==> src/rtl/bcd_display_scanner.sv <==
// Collects a serial (digit, place) stream into a 3-digit frame and scans it
// onto a shared 7-segment bus with per-digit selects and a dead time per slot.
module bcd_display_scanner #(
    parameter int SCAN_POW2          = 4,
    parameter int BLANK_CYCLES       = 2,
    parameter int LEADING_ZERO_BLANK = 1,
    parameter int SEG_ACTIVE_LOW     = 0
) (
    input  logic       clock,
    input  logic       reset_n,
    input  logic [3:0] digit,
    input  logic [1:0] digit_place,
    output logic [6:0] segments,
    output logic [2:0] digit_select,
    output logic       frame_valid
);

    localparam logic [SCAN_POW2-1:0] SCAN_MAX = '1;
    localparam logic [SCAN_POW2-1:0] BLANK_N  = SCAN_POW2'(BLANK_CYCLES);

    logic [3:0]           shadow [3];
    logic [3:0]           display [3];
    logic [2:0]           written_mask;
    logic [2:0]           mask_next;
    logic [1:0]           prev_place;
    logic [1:0]           slot;
    logic [SCAN_POW2-1:0] scan_count;
    logic                 commit;
    logic                 frame_edge;

    logic [3:0] cur;
    logic       blanked;
    logic       dark;
    logic [6:0] seg_raw;
    logic [2:0] sel_raw;

    function automatic logic [6:0] decode(input logic [3:0] d);
        case (d)
            4'd0:    decode = 7'h3F;
            4'd1:    decode = 7'h06;
            4'd2:    decode = 7'h5B;
            4'd3:    decode = 7'h4F;
            4'd4:    decode = 7'h66;
            4'd5:    decode = 7'h6D;
            4'd6:    decode = 7'h7D;
            4'd7:    decode = 7'h07;
            4'd8:    decode = 7'h7F;
            4'd9:    decode = 7'h6F;
            default: decode = 7'h40;
        endcase
    endfunction

    // A units -> hundreds step marks a frame boundary, complete or not
    assign frame_edge = (prev_place == 2'd0) && (digit_place == 2'd2);
    assign commit     = frame_edge && (written_mask == 3'b111);

    always_comb begin
        mask_next = written_mask;
        if (frame_edge) begin
            mask_next = 3'b000;
        end
        for (int i = 0; i < 3; i++) begin
            if (digit_place == 2'(i)) begin
                mask_next[i] = 1'b1;
            end
        end
    end

    always_ff @(posedge clock or negedge reset_n) begin
        if (!reset_n) begin
            for (int i = 0; i < 3; i++) begin
                shadow[i]  <= 4'd0;
                display[i] <= 4'd0;
            end
            written_mask <= 3'b000;
            prev_place   <= 2'd3;
            slot         <= 2'd0;
            scan_count   <= '0;
            frame_valid  <= 1'b0;
        end else begin
            prev_place   <= digit_place;
            written_mask <= mask_next;
            for (int i = 0; i < 3; i++) begin
                if (digit_place == 2'(i)) begin
                    shadow[i] <= digit;
                end
            end
            if (commit) begin
                for (int i = 0; i < 3; i++) begin
                    display[i] <= shadow[i];
                end
                frame_valid <= 1'b1;
            end
            scan_count <= scan_count + 1'b1;
            if (slot == 2'd3) begin
                slot <= 2'd0;
            end else if (scan_count == SCAN_MAX) begin
                slot <= (slot == 2'd2) ? 2'd0 : slot + 2'd1;
            end
        end
    end

    always_comb begin
        cur     = display[0];
        blanked = 1'b0;
        seg_raw = 7'h00;
        sel_raw = 3'b000;
        case (slot)
            2'd1: begin
                cur     = display[1];
                blanked = (LEADING_ZERO_BLANK != 0) &&
                          (display[2] == 4'd0) && (display[1] == 4'd0);
            end
            2'd2: begin
                cur     = display[2];
                blanked = (LEADING_ZERO_BLANK != 0) && (display[2] == 4'd0);
            end
            default: cur = display[0];
        endcase
        dark = (scan_count < BLANK_N) || !frame_valid || blanked ||
               (slot == 2'd3);
        if (!dark) begin
            sel_raw = 3'b001 << slot;
            seg_raw = decode(cur);
        end
        segments     = (SEG_ACTIVE_LOW != 0) ? ~seg_raw : seg_raw;
        digit_select = (SEG_ACTIVE_LOW != 0) ? ~sel_raw : sel_raw;
    end

endmodule

==> config.mk <==
export PLATFORM = sky130hd
export DESIGN_NAME = bcd_display_scanner
export DESIGN_NICKNAME = d
export VERILOG_FILES = /design/src/rtl/bcd_display_scanner.sv
export SDC_FILE = /design/constraint.sdc
export NUM_CORES = 1
export LEC_CHECK = 0
export ABC_CLOCK_PERIOD_IN_PS = 2600
export CORE_ASPECT_RATIO = 1.75
export CORE_MARGIN = 2
export CORE_UTILIZATION = 42
export DETAILED_ROUTE_END_ITERATION = 10
export PLACE_DENSITY = 0.6
export SKIP_CTS_REPAIR_TIMING = 1
export SLEW_MARGIN = 30
export SYNTH_ARGS = -nofsm -noshare
export SYNTH_HDL_FRONTEND = slang
export SYNTH_SLANG_ARGS = --single-unit
==> constraint.sdc <==
create_clock -name clock -period 2.6 [get_ports clock]
set_clock_uncertainty 0.15 [all_clocks]
set_input_delay 0.52 -clock clock [delete_from_list [all_inputs] [get_ports clock]]
set_output_delay 0.52 -clock clock [all_outputs]
set_load 0.02 [all_outputs]
==> summary.md, run 1 <==
| Metric | Value |
|---|---|
| Antenna Cells | 0 |
| H-tree depth | 2 |
| Worst setup margin | -398.0 ps |
| Non-Filler Instances | ~250 |
| Antenna violations before repair | 0 |
| Worst min path class | register to register |
| Root buffer cell | clkbuf_8 |
| CP Class | register to primary output |
| RSZ-0062 raised after global routing | true |
| DP HPWL | ~3000 µm |
| Worst EP arrival | ~2300 ps |
| Final number of setup-violating endpoints | 9 |
| Ys Warns | 0 |
| Ports | 19 |
| Vias in the first global route | 1353 |
| Clock power frac | 0.207 |
| Final hold violation count | 0 |
| CP Launch Type | register |
| Actual slew at the worst max-slew pin | 485.0 ps |
| Sequential share of power | 0.398 |
| Peak supply drop | 0.6865 mV |
| WL final | around 4100 µm |
| Slew Viols, Final | 0 |
| Gp weighted congestion | 0.7124 |
| Sw frac | 0.3126 |
| Critical Path Fanout Max | 7 |
| Violated checks | setup timing |
| Mapped Area | 1820 µm² |
| Clock Path Buffers | 2 |
| CTS tree | done |
| Initial DRC count | 9 |
| Met3 Use GR | 0.03947 |
| Switch Pwr | ~600 µW |
| DRC violations left | 0 |
| Syn avg cell area | 12.73 µm² |
| Die Wd | approximately 54 µm |
| Tmin final | ~3000 ps |
| Most common cell after layout, fill and taps aside | buf_4 |
| Fin util | 0.6388 |
| FF+latch count, synth | 36 |
| Crit end category | primary output |
| Clock-pin slew on the worst setup and hold paths | approximately 70 ps |
| DP Cell Count | 242 |
| Dpl ws | -556.5 ps |
| Sequential area share after synthesis | 0.4962 |
| Int Power | 1.321 mW |
| Max cap viols | 0 |
| Area grow syn2layout | 45.64% |
| GRT Overall Usage | 0.1886 |
| Mapped Nets | 160 |
| Share of layout cells above drive strength 1 | 0.5854 |
| Slew headroom | 0.6755 |
| Row count | 31 |
| Total CTS buffers | 5 |
| Setup TNS | -2012 ps |
| Vias | 1311 |
| Clock latency on the worst-skew pair | 280 ps |
| Mapped Cells | 143 |
| Initial Util | 0.4386 |
| Global-route wire length before repair | approximately 6500 µm |
| GR Util met2 | 0.3425 |
| P_leak | 1.149 nW |
| Die area | between 4000 and 5000 µm² |
| Library cells used by synthesis | 37 |
| Outcome | finished, violations left |
| PwrDens | a little over 700 nW/µm² |
| Die Y | between 90 and 100 µm |
| 1st-pass router iterations | 4 |
| Commonest cells after routing, fill and taps aside | 38 x buf_4, 33 x dfrtp_1, 17 x mux2_2 |
| Mean number of vias per cell | 5.161 |
| Post-DRT Antenna Nets | 0 |
| Num Clock Sinks | 36 |
| Nets | approximately 220 |
| Busiest grt layer | met2 |
| Worst EP required | just under 2000 ps |
| GRT overflow | 0 |
| Core footprint | 4150 µm² |
| Combinational power share | 0.395 |
| Max Clock Freq | 333.6 MHz |
| Met1 Use GR | 0.1889 |
| Port bufs | 18 |
| Fin crit share | 1.153 |
| Largest net degree at the start of global routing | 37 |
| Post-DR wirelength/cell | around 16 µm |
worst paths after layout:
| kind | slack [ps] | end | from | depth (start not counted) |
|---|---|---|---|---|
| max in group asynchronous | 1470 | prev_place[1] | reset_n | 2 |
| min in group asynchronous | 490 | shadow[10] | reset_n | 2 |
| setup / recovery | -400 | segments[4] | slot[0] | 9 |
| setup reg to reg | 890 | slot[0] | slot[0] | 5 |
| hold / removal | 310 | scan_count[0] | scan_count[0] | 1 |
| hold reg to reg | 310 | scan_count[0] | scan_count[0] | 1 |
state kept, by name, indices dropped and copies added (netlist names):
signal,cells
display,12
shadow,12
scan_count,4
written_mask,3
prev_place,2
slot,2
frame_valid,1
Yosys cell counts:
cell | instances | area share
a22o_1 | 2 | 0.0096
nor3b_1 | 1 | 0.0041
dfstp_2 | 2 | 0.029
nand2_1 | 2 | 0.0041
or3_1 | 1 | 0.0034
nor4b_1 | 2 | 0.0096
a2111oi_2 | 1 | 0.0082
a311oi_1 | 2 | 0.0096
xor2_1 | 1 | 0.0048
a22oi_1 | 2 | 0.0082
mux2i_1 | 1 | 0.0055
mux2_4 | 9 | 0.074
nand3_1 | 3 | 0.0082
mux2i_2 | 1 | 0.0076
nor3_1 | 2 | 0.0055
buf_8 | 1 | 0.0082
ha_1 | 9 | 0.062
mux2_2 | 18 | 0.11
xnor2_1 | 1 | 0.0048
nor4b_4 | 1 | 0.013
or2_2 | 2 | 0.0069
dfrtp_1 | 34 | 0.47
o21ai_0 | 4 | 0.011
nor2b_2 | 1 | 0.0048
and2b_2 | 1 | 0.0048
o211ai_1 | 1 | 0.0041
nand3_4 | 1 | 0.0096
o21ai_1 | 2 | 0.0055
nor2_1 | 11 | 0.023
a21oi_1 | 7 | 0.019
a21o_1 | 2 | 0.0082
o21ba_2 | 1 | 0.0055
nor4_1 | 3 | 0.010
inv_1 | 8 | 0.016
a31oi_1 | 1 | 0.0034
buf_2 | 1 | 0.0027
buf_6 | 1 | 0.0062
layer usage:
metal | wire length (µm) | part of all wire
met5 | 0 | 0
met4 | 107 | 0.026
met3 | 109 | 0.027
met2 | 2494 | 0.61
met1 | 1384 | 0.34
metrics by stage:
step	instance area (µm²)	total power [mW]	hold slack (ps)
finish	2651	1.921	307.2
global route	2651	2.031	333.2
CTS	2484	1.822	310.5
detailed placement	2390	1.411	300.1
global placement	2390	1.383	288.0
floorplan	1911	1.115	74.41
cell families (layout without fill, tap and decap cells):
kind of cell	Yosys count	in the layout	synth area share
AO/OA/AOI/OAI	25	25	0.09278
multiplexers	29	29	0.1986
XOR/XNOR	2	2	0.009624
flip-flops	36	36	0.4962
adder cells (fa/ha/maj)	9	9	0.06186
buffers and inverters	11	73	0.03367
AND/OR/NAND/NOR	31	31	0.1072
power groups by stage:
stage | combinational, mW | clock [mW] | sequential [mW]
after global routing | 0.808 | 0.444 | 0.779
final | 0.758 | 0.398 | 0.765
after detailed placement | 0.642 | 0 | 0.769
after floorplan | 0.362 | 0 | 0.753
after global placement | 0.623 | 0 | 0.761
after CTS | 0.646 | 0.417 | 0.759
worst max-delay path, stage by stage, from the launching register on:
cell	delay (ps)
dfrtp_2	420
inv_2	90
ha_4	330
mux2i_4	360
ha_4	200
o21ba_4	150
o21ai_2	50
o211ai_1	140
a21oi_2	170
buf_6	130
area by class of cell:
| class | instances | area [µm²] |
|---|---|---|
| inverter | 8 | 30.03 |
| fill | 323 | 1499 |
| timing repair buffer | 57 | 485.5 |
| sequential | 36 | 904.6 |
| multi-input combinational | 96 | 1076 |
| clock inverter | 1 | 7.507 |
| tap | 49 | 61.31 |
| clock buffer | 7 | 86.33 |
No activity file was read; power rests on OpenSTA's default activity.
==> run 2, diff against run 1 <==
--- a/config.mk
+++ b/config.mk
@@ -10,6 +10,7 @@
 export CORE_MARGIN = 2
 export CORE_UTILIZATION = 42
 export DETAILED_ROUTE_END_ITERATION = 10
+export HOLD_SLACK_MARGIN = 0.08
 export PLACE_DENSITY = 0.6
 export SKIP_CTS_REPAIR_TIMING = 1
 export SLEW_MARGIN = 30
==> results of run 2 <==
The final DEF is identical to that of run 1; final timing and power are the same.
